## config.mk

```make
export PLATFORM = sky130hd
export DESIGN_NAME = instr_fetch
export DESIGN_NICKNAME = d
export VERILOG_FILES = /design/src/rtl/core_pkg.sv /design/src/rtl/instr_fetch.sv
export SDC_FILE = /design/constraint.sdc
export NUM_CORES = 1
export LEC_CHECK = 0
export ABC_AREA = 1
export CAP_MARGIN = 0
export CORE_MARGIN = 2
export CORE_UTILIZATION = 40
export DETAILED_ROUTE_END_ITERATION = 8
export PLACE_DENSITY = 0.73
export SYNTH_ARGS = -nofsm -noshare
export SYNTH_HDL_FRONTEND = slang
export SYNTH_SLANG_ARGS = --single-unit
```

## constraint.sdc

```tcl
create_clock -name clk -period 3.8 [get_ports clk]
set_clock_uncertainty 0.05 [all_clocks]
set_input_delay 0.76 -clock clk [delete_from_list [all_inputs] [get_ports clk]]
set_output_delay 0.76 -clock clk [all_outputs]
set_load 0.01 [all_outputs]
```

## src/rtl/core_pkg.sv

```systemverilog
// Shared definitions for the core: sequencer state codes, fetch FSM states,
// the canonical NOP encoding and the PC advance rule.
package core_pkg;

    // addi x0, x0, 0 -- the instruction word presented whenever no real fetch is held
    localparam logic [31:0] NOP_INSTR = 32'h0000_0013;

    // Top-level sequencer states; FETCH and WRITE drive fetch_start / pc_update
    typedef enum logic [2:0] {
        CORE_FETCH   = 3'd0,
        CORE_DECODE  = 3'd1,
        CORE_EXECUTE = 3'd2,
        CORE_MEMORY  = 3'd3,
        CORE_WRITE   = 3'd4
    } core_state_t;

    // Instruction fetch unit states
    typedef enum logic [1:0] {
        FETCH_IDLE = 2'd0,
        FETCH_REQ  = 2'd1,
        FETCH_WAIT = 2'd2,
        FETCH_DONE = 2'd3
    } fetch_state_t;

    // Next PC: an absolute branch target forced onto a word boundary, or the
    // sequential successor with natural 32-bit wrap
    function automatic logic [31:0] next_pc(
        input logic [31:0] cur_pc,
        input logic        taken,
        input logic [31:0] target
    );
        return taken ? {target[31:2], 2'b00} : cur_pc + 32'd4;
    endfunction

endpackage

```

## src/rtl/instr_fetch.sv

```systemverilog
// Instruction fetch unit: issues one word read per fetch_start, waits for the
// instruction memory with a bounded timeout, and owns the program counter.
module instr_fetch
    import core_pkg::*;
#(
    parameter logic [31:0] RESET_PC = 32'h0000_0000,
    parameter int          TIMEOUT  = 16
) (
    input  logic        clk,
    input  logic        rst,
    input  logic        fetch_start,
    output logic        fetch_done,
    output logic [31:0] instr_raw,
    output logic [31:0] pc,
    input  logic        pc_update,
    input  logic        branch_taken,
    input  logic [31:0] branch_target,
    output logic        imem_req_valid,
    input  logic        imem_req_ready,
    output logic [31:0] imem_addr,
    input  logic        imem_rsp_valid,
    input  logic [31:0] imem_rsp_data,
    output logic [1:0]  fault
);

    // Counter only has to reach TIMEOUT-1 before the FSM leaves REQ/WAIT
    localparam int               CNT_W    = (TIMEOUT > 1) ? $clog2(TIMEOUT + 1) : 1;
    localparam logic [CNT_W-1:0] TMO_LAST = CNT_W'(TIMEOUT - 1);

    fetch_state_t     r_state;
    fetch_state_t     w_state_next;
    logic [31:0]      r_pc;
    logic [31:0]      r_instr_raw;
    logic [31:0]      r_imem_addr;
    logic [1:0]       r_fault;
    logic [CNT_W-1:0] r_tmo_cnt;

    logic             w_start;
    logic             w_accept;
    logic             w_timeout;
    logic             w_tmo_hit;
    logic             w_misaligned;

    // fetch_start is only honoured from IDLE; anywhere else it is dropped
    assign w_start      = (r_state == FETCH_IDLE) && fetch_start;
    assign w_tmo_hit    = (r_tmo_cnt == TMO_LAST);
    assign w_misaligned = pc_update && branch_taken && (branch_target[1:0] != 2'b00);

    // State register
    always_ff @(posedge clk or negedge rst) begin
        if (!rst) begin
            r_state <= FETCH_IDLE;
        end else begin
            // NOTE: sequential state always uses <= so every flop samples pre-edge values.
            r_state <= w_state_next;
        end
    end

    // Next-state logic; a response always wins over a timeout in the same cycle
    always_comb begin
        // NOTE: every output of this block gets a default first, so no path can infer a latch.
        w_state_next = r_state;
        w_accept     = 1'b0;
        w_timeout    = 1'b0;
        unique case (r_state)
            FETCH_IDLE: begin
                if (fetch_start) begin
                    w_state_next = FETCH_REQ;
                end
            end
            FETCH_REQ: begin
                if (imem_req_ready && imem_rsp_valid) begin
                    // Zero-latency memory: handshake and data in one cycle
                    w_accept     = 1'b1;
                    w_state_next = FETCH_DONE;
                end else if (w_tmo_hit) begin
                    w_timeout    = 1'b1;
                    w_state_next = FETCH_DONE;
                end else if (imem_req_ready) begin
                    w_state_next = FETCH_WAIT;
                end
            end
            FETCH_WAIT: begin
                if (imem_rsp_valid) begin
                    w_accept     = 1'b1;
                    w_state_next = FETCH_DONE;
                end else if (w_tmo_hit) begin
                    w_timeout    = 1'b1;
                    w_state_next = FETCH_DONE;
                end
            end
            FETCH_DONE: begin
                w_state_next = FETCH_IDLE;
            end
            default: begin
                w_state_next = FETCH_IDLE;
            end
        endcase
    end

    // Timeout counter: cleared on entry to REQ, counts every REQ/WAIT cycle
    always_ff @(posedge clk or negedge rst) begin
        if (!rst) begin
            r_tmo_cnt <= '0;
        end else if (w_start) begin
            r_tmo_cnt <= '0;
        end else if ((r_state == FETCH_REQ) || (r_state == FETCH_WAIT)) begin
            r_tmo_cnt <= r_tmo_cnt + CNT_W'(1);
        end
    end

    // Request address is captured once so a PC change mid-fetch cannot disturb it
    always_ff @(posedge clk or negedge rst) begin
        if (!rst) begin
            r_imem_addr <= RESET_PC;
        end else if (w_start) begin
            r_imem_addr <= r_pc;
        end
    end

    // Instruction register: real data on a response, NOP on timeout, else hold
    always_ff @(posedge clk or negedge rst) begin
        if (!rst) begin
            r_instr_raw <= NOP_INSTR;
        end else if (w_accept) begin
            r_instr_raw <= imem_rsp_data;
        end else if (w_timeout) begin
            r_instr_raw <= NOP_INSTR;
        end
    end

    // Program counter advances on pc_update regardless of fetch state
    always_ff @(posedge clk or negedge rst) begin
        if (!rst) begin
            r_pc <= RESET_PC;
        end else if (pc_update) begin
            r_pc <= next_pc(r_pc, branch_taken, branch_target);
        end
    end

    // Sticky fault flags; only reset clears them
    always_ff @(posedge clk or negedge rst) begin
        if (!rst) begin
            r_fault <= 2'b00;
        end else begin
            if (w_timeout) begin
                r_fault[0] <= 1'b1;
            end
            if (w_misaligned) begin
                r_fault[1] <= 1'b1;
            end
        end
    end

    // Handshake and completion strobes decode directly from the state register
    assign imem_req_valid = (r_state == FETCH_REQ);
    assign fetch_done     = (r_state == FETCH_DONE);
    assign imem_addr      = r_imem_addr;
    assign instr_raw      = r_instr_raw;
    assign pc             = r_pc;
    assign fault          = r_fault;

endmodule

```

After elaboration in Yosys (flattened, before gate mapping)
Index checks and enable logic that the tools add are counted.

operators by class
  reductions and logical operators = 10
  equal/unequal tests = 7
  add/subtract/negate cells = 2
  multiplexer cells = 19

operator list
  operator                 count
  $mux W32                 3
  $add A32 B3 Y32 const B  1
  $mux W2                  6
  $mux W5                  2
  $pmux W2 S4              1
  $reduce_bool A2 Y1       3
  $add A5 B1 Y5 const B    1
  $eq A5 B4 Y1 const B     1
  $mux W1                  5
  $eq A2 B2 Y1 const B     2
  $logic_and A1 B1 Y1      4
  $ne A4 B1 Y1 const B     1
  $pmux W1 S2              2
  $ne A3 B3 Y1 const B     1
  $reduce_and A3 Y1        1
  $eq A2 B1 Y1 const B     1
  $logic_not A2 Y1         1
  $ne A2 B2 Y1 const B     1
  $logic_or A1 B1 Y1       1

word-level totals
  input bits = 71
  logic and storage cells = 45
  register bits = 105
  output and inout port bits = 100

Longest topological paths before layout
Gate-level depths: netlist of run 1.

  depth in word-level cells = 6
  depth in mapped cells = 10
  mapped depth without buffers = 10

Worst setup path after synthesis of run 1
No wires, ideal clock.

  kind = register to register
  start point = register r_state[0]
  end point = register r_instr_raw[14], in the netlist instr_raw[14]
  data required time = 3632 ps
  setup slack = 2118 ps
  library setup time = 118 ps
  data arrival time = 1514 ps
  period minus slack after synthesis = 1682 ps
  stages on the path, launching flop included = 10
  cells stage by stage = dfrtp_1 -> inv_1 -> ha_1 -> buf_2 -> nand3_1 -> inv_1 -> buf_4 -> buf_4 -> nand2_1 -> nand2_1

on the way
  longest elaborated chain between the ends = 3

ends and longest elaborated chain
  element                                                RTL line            text
  start: declaration                                     instr_fetch.sv:30   fetch_state_t r_state;
  start signal: assignment                               instr_fetch.sv:55   r_state <= w_state_next;
  $eq A2 B2 Y1 / $eq A2 B1 Y1 (equally long branches)    instr_fetch.sv:65   unique case (r_state)
  $pmux W1 S2                                            instr_fetch.sv:65
  $mux W32 / $reduce_bool A2 Y1 (equally long branches)  -
  end signal: assignment                                 instr_fetch.sv:126  r_instr_raw <= imem_rsp_data;
  end: declaration                                       instr_fetch.sv:33   logic [31:0] r_instr_raw;

Several ways; a longest one is shown, not always the timed one.
A chain may end at the register's enable or synchronous reset.

==> results of run 1 <==
==> state kept, by name (all words and copies together), names as in the netlist <==
name and count:
fault 2, instr_raw 32, r_tmo_cnt 5, r_state 2, pc 30, imem_addr 30
==> where the power goes <==
part | internal [uW] | switching, uW
Clock | 577 | 404
Sequential | 1470 | 280
Combinational | 950 | 919
==> cell usage after synthesis, drive strengths merged (5+ instances only) <==
library cell / instances
clkbuf: 9
a21oi: 6
inv: 53
nor3: 5
buf: 17
o21ai: 45
ha: 8
dfrtp: 98
nand2: 264
nor2: 53
o211ai: 9
nand3: 66
==> area by class of cell <==
cell class	count	area (um^2)	area share [%]
well taps	172	215	2.97
clock inverters	4	72.6	1.00
flip-flops and latches	101	2530	34.9
clock buffers	12	236	3.26
inverters	54	203	2.79
repair buffers	171	1710	23.6
multi-input cells	485	2290	31.6
==> worst max-delay path by stage <==
stage,cells past startpoint,from,endpoint
2_1_floorplan,9,r_state[0],instr_raw[14]
3_3_place_gp,5,pc_update,pc[5]
3_5_place_dp,5,pc_update,pc[5]
4_1_cts,5,pc_update,pc[5]
5_1_grt,5,pc_update,pc[5]
6_report,5,pc_update,pc[5]
==> stage by stage <==
stage                     setup WS, ns  instances
after floorplan                   2.12        667
after global placement           0.972        983
after detailed placement         0.836        983
after CTS                         1.21        999
after global routing             0.931        999
final                             1.20        999
==> per-layer routing <==
layer  vias up  global-route usage (%)  wire length, um
li1       2433                       -                -
met1      2339                    30.2             6950
met2       204                    35.6             6700
met3        28                    4.80              963
met4         0                    8.28              357
met5         -                       0                0
==> worst max-delay path: stages <==
cell,delay (ns)
clkdlybuf4s50_1,0.69
nand2_1,0.36
clkinv_1,0.53
a211oi_1,0.35
nor2_1,0.09
==> cell families after synthesis <==
| group | synth area share [%] |
|---|---|
| adder cells (fa/ha/maj) | 1.94 |
| XOR/XNOR | 0.510 |
| other | 0.0727 |
| AO/OA/AOI/OAI | 8.18 |
| buffers and inverters | 6.74 |
| flip-flops | 49.1 |
| AND/OR/NAND/NOR | 33.5 |
==> results.txt, run 1 <==
----------------------------------------------------
[Critical path]
  Critical path capture point type ... flip-flop
  Crit Path Max Fanout ... 17
  Worst-case reg-to-reg path depth ... 7
  Reg-to-reg endpoint ... instr_raw[22]
  Crit path DAT ... about 2.8 ns
  Critical path data required time ... approximately 4.0 ns
  Sort of element at the start of the critical path ... input port
  Type of the worst setup path ... in2reg
  Flop2flop setup slack ... approximately 1.4 ns
  Startpoint of the worst-slack reg-to-reg timing path ... r_state[0]

[GRT]
  First-pass GRT wire length ... between 20000 and 30000 um
  Overflow left after global routing ... 0
  Largest net degree at the start of global routing ... about 60
  Global routing usage summed across all routing layers ... between 20 and 25%
  Vias in the first global route ... just under 5000
  Antenna violations before repair ... 0

[Timing]
  Number of failing hold endpoints at the final stage ... 0
  Number of endpoints failing setup at the final stage ... 0
  Worst Max-Slew Pin Slew ... between 0.8 and 0.9 ns
  Time the final worst path needs with I/O delays and setup ... about 2.6 ns
  Final clock period utilization by the worst path ... around two thirds
  Total negative slack for setup checks ... 0 ns
  Pins Over Slew Limit ... 0
  Unrepaired setup endpoints after global routing ... no
  Relative max-transition margin ... a little under half
  Highest achievable clock rate ... about 380 MHz
  Tightest hold margin ... approximately 0.39 ns

[Clocking]
  Clock latency on the worst-skew pair ... 0.35 ns
  Inserted Clock Buffers ... 9
  Total setup buffers inserted after CTS ... 0
  Clock tree from TritonCTS ... built
  Longest Clk Path Bufs ... 2
  Number of sinks handled by clock tree synthesis ... ~100
  Cells resized by post-CTS repair ... 0
  Hold-fix buffer count after cts ... 0
  Clock tree root buffer cell ... clkbuf_16
  CTS H-tree depth ... 3
  CTS clk-pin slew, worst paths ... 0.08 ns

[Route]
  Vias after detailed routing ... 5004
  Drt wl/cell ... approximately 15 um
  DR vias/cell ... 5.01
  Number of detailed-route iterations in the first pass ... 5
  Remaining DRCs ... 0
  ANT nets after route ... 0
  Number of design-rule violations left by the first detailed-router iteration ... 410
  Total detailed-routing wirelength ... around 15000 um

[Finish]
  Final design instance area without fill ... approximately 7300 um^2
  Net count reported at finish ... between 900 and 1000
  Relative area change from synthesis to final layout ... 40.7%
  Fill count ... roughly 1100
  Share of post-route cells with drive strength above 1 ... between 5 and 6%
  Post-route core utilization ... about 58%
  Most frequent cells in the layout ... nand2_1 (254), clkdlybuf4s50_1 (165), dfrtp_1 (98), nand3_1 (65), inv_1 (49)
  Diode count ... 0
  Commonest non-fill, non-tap cell in the layout ... nand2_1

[Synth]
  Count of warnings emitted by yosys ... 0
  Most area-hungry cell type in the Yosys netlist ... dfrtp_1
  Syn Area/Cell ... between 7 and 8 um^2
  Dominant cells by area after synthesis ... dfrtp_1 (48%), nand2_1 (18%), nand3_1 (6.3%)
  Distinct cells, synth ... 40
  Sequential area share after synthesis ... between 40% and 50%
  Top flip-flop cell by instance count after synthesis ... dfrtp_1
  Post-synthesis instance area ... between 5000 and 6000 um^2
  Number of flops mapped to enable cells by yosys ... 0
  Number of standard cells after synthesis ... 664
  Area share of the largest cell type after synthesis ... between 40% and 50%
  Async S/R FF share, synth ... 100%
  Synthesized flop and latch total ... 101

[Floorplan]
  Starting density of the core ... about two fifths
  Area of the die ... approximately 14000 um^2
  Die width ... roughly 120 um
  Floorplan core area ... approximately 13000 um^2
  Vertical die dimension ... around 120 um
  Cell row count ... 41
  # IOs ... 171

[Place]
  Total half-perimeter wirelength after legalization and detailed placement ... 11100 um
  Routability Congestion ... a little over 0.9
  Placed instance area ... roughly 6900 um^2
  Number of buffer cells added on primary ports ... 166

[Power]
  Max VDD drop ... roughly 0.25 mV
  Total Power ... 4600 uW
  Leak Pwr ... ~0.0034 uW
  Power density of the placed cells ... roughly 630 nW/um^2

[Flow run]
  Count of maximum capacitance violations ... 0

[Status]
  Status ... complete, no violations

[Hold path]
  Class of the worst hold path ... in2async

----------------------------------------------------
Note: power is estimated with default switching activity, not from simulation.
==> run 2, diff against run 1 <==
==> constraint.sdc (replaced) <==
create_clock -name clk -period 2.6 [get_ports clk]
set_clock_uncertainty 0.05 [all_clocks]
set_input_delay 0.52 -clock clk [delete_from_list [all_inputs] [get_ports clk]]
set_output_delay 0.52 -clock clk [all_outputs]
set_load 0.01 [all_outputs]
==> run 2 against run 1 <==
Compared with the run above:
- total power increased by 46%
- design area increased by 0.86%
- combinational power increased by 49%
- global-route usage increased by 0.55 points
- die area unchanged
- non-clock buffer count increased by 8
- worst hold slack got worse by 0.21 ns
- first-iteration DRC count increased by 9.0%
- flip-flop and latch count unchanged
- via count increased by 1.0%
- clock power increased by 42%
==> results.txt, run 2 (synthesized netlist as in run 1, its figures left out) <==
----------------------------------------------------
[Flow run]
  Count of maximum capacitance violations ... 0

[Timing]
  Worst Max-Slew Pin Slew ... between 0.7 and 0.8 ns
  Number of failing hold endpoints at the final stage ... 0
  Time the final worst path needs with I/O delays and setup ... roughly 2.3 ns
  Relative max-transition margin ... 52.6%
  Tightest hold margin ... ~0.18 ns
  Total negative slack for setup checks ... 0 ns
  Final clock period utilization by the worst path ... just under 90%
  Pins Over Slew Limit ... 0
  Number of endpoints failing setup at the final stage ... 0
  Unrepaired setup endpoints after global routing ... no
  Highest achievable clock rate ... 444 MHz

[Route]
  Drt wl/cell ... between 15 and 20 um
  Number of design-rule violations left by the first detailed-router iteration ... between 400 and 500
  DR vias/cell ... roughly 5
  Remaining DRCs ... 0
  Number of detailed-route iterations in the first pass ... 5
  Total detailed-routing wirelength ... approximately 15000 um
  ANT nets after route ... 0
  Vias after detailed routing ... a little over 5000

[Clocking]
  Clock tree from TritonCTS ... built
  CTS clk-pin slew, worst paths ... roughly 0.070 ns
  Inserted Clock Buffers ... 9
  Number of sinks handled by clock tree synthesis ... 101
  Clock tree root buffer cell ... clkbuf_16
  Cells resized by post-CTS repair ... 0
  Longest Clk Path Bufs ... 2
  Clock latency on the worst-skew pair ... 0.34 ns
  CTS H-tree depth ... 3
  Total setup buffers inserted after CTS ... 0
  Hold-fix buffer count after cts ... 0

[GRT]
  Vias in the first global route ... 5000
  Overflow left after global routing ... 0
  First-pass GRT wire length ... between 20000 and 30000 um
  Global routing usage summed across all routing layers ... between 20% and 30%
  Antenna violations before repair ... 0
  Largest net degree at the start of global routing ... 53

[Power]
  Leak Pwr ... 0.00343 uW
  Part of the total power dissipated in combinational logic ... 41.4%
  Sequential power share ... 38.0%
  Internal portion of total power ... approximately 4400 uW
  Net switching power of the design ... 2370 uW
  Fraction of power consumed by the clock network ... 20.6%
  Switching share of power ... a little over a third
  Power density of the placed cells ... approximately 900 nW/um^2
  Max VDD drop ... around 0.36 mV

[Critical path]
  Flop2flop setup slack ... 0.63 ns
  Startpoint of the worst-slack reg-to-reg timing path ... r_state[0]
  Critical path data required time ... 2.03 ns
  Crit Path Max Fanout ... 5
  Type of the worst setup path ... reg2out
  Reg-to-reg endpoint ... instr_raw[16]
  Critical path capture point type ... primary output
  Crit path DAT ... between 1.5 and 2 ns
  Worst-case reg-to-reg path depth ... 7
  Sort of element at the start of the critical path ... flip-flop

[Finish]
  Net count reported at finish ... between 900 and 1000
  Non-Filler Instances ... 1007
  Final design instance area without fill ... 7320 um^2
  Post-route core utilization ... roughly three fifths
  Commonest non-fill, non-tap cell in the layout ... nand2_1
  Diode count ... 0
  Relative area change from synthesis to final layout ... 41.9%
  Fill count ... between 1000 and 1500
  Share of post-route cells with drive strength above 1 ... under 10%
  Most frequent cells in the layout ... nand2_1 (254), clkdlybuf4s50_1 (165), dfrtp_1 (98), nand3_1 (65), inv_1 (49)
  Largest register FFs ... 32

[Place]
  Placed instance area ... about 7000 um^2
  Number of buffer cells added on primary ports ... around 170
  Routability Congestion ... about 0.9
  Number of placed instances with taps included ... roughly 1000
  Total half-perimeter wirelength after legalization and detailed placement ... about 12000 um

[Floorplan]
  Vertical die dimension ... between 100 and 150 um
  Floorplan core area ... around 13000 um^2
  Cell row count ... 41
  Area of the die ... ~14000 um^2
  # IOs ... between 150 and 200
  Starting density of the core ... between 40% and 50%
  Die width ... 118 um

[Status]
  Status ... complete, no violations

[Hold path]
  Class of the worst hold path ... in2async

----------------------------------------------------
[run 2: cell count changes in the layout (fill, tap and decap cells not counted)]
cell	before	now
buf_4	5	13
clkinv_4	0	1
clkbuf_1	3	1
bufinv_16	2	1
clkbuf_8	0	2
clkinv_2	1	0
inv_6	0	1
[run 2: worst max-delay path by stage]
stage / slack [ns] / startpoint / endpoint
2_1_floorplan: 0.92 / r_state[0] / instr_raw[14]
3_3_place_gp: 0.55 / imem_req_ready / instr_raw[11]
3_5_place_dp: 0.50 / branch_taken / pc[15]
4_1_cts: 0.33 / r_state[1] / imem_req_valid
5_1_grt: 0.27 / r_state[1] / imem_req_valid
6_report: 0.35 / r_state[1] / imem_req_valid
[run 2: power by group through the flow]
stage	clock (uW)	combinational [uW]	sequential [uW]
3_5_place_dp	0	2800	2580
4_1_cts	1420	2820	2560
3_3_place_gp	0	2710	2560
5_1_grt	1500	3080	2630
6_report	1390	2790	2560
2_1_floorplan	0	1090	2740
[run 2: critical path, cell delays in order (launching register included)]
cell and delay, ns:
dfrtp_1 0.43, inv_1 0.12, ha_1 0.22, clkdlybuf4s50_1 0.57
[run 2: per-layer routing]
metal  track usage [%]  wire, um
met2              37.6      7210
met3              6.93      1230
met4              6.63       206
met1              29.5      6640
met5                 0         0
[run 2: final cells by class]
class                      instances  area [um^2]  share of cell area (%)
multi-input combinational        485         2290                    31.3
clock buffer                      12          256                    3.50
sequential                       101         2530                    34.6
timing repair buffer             179         1770                    24.2
inverter                          54          203                    2.77
clock inverter                     4         55.1                   0.752
tap                              172          215                    2.94
[run 2: metrics by stage]
step | power (uW) | worst slack [ns]
final | 6730 | 0.347
after global routing | 7210 | 0.272
after CTS | 6790 | 0.332
after detailed placement | 5380 | 0.502
after global placement | 5270 | 0.547
after floorplan | 3830 | 0.918
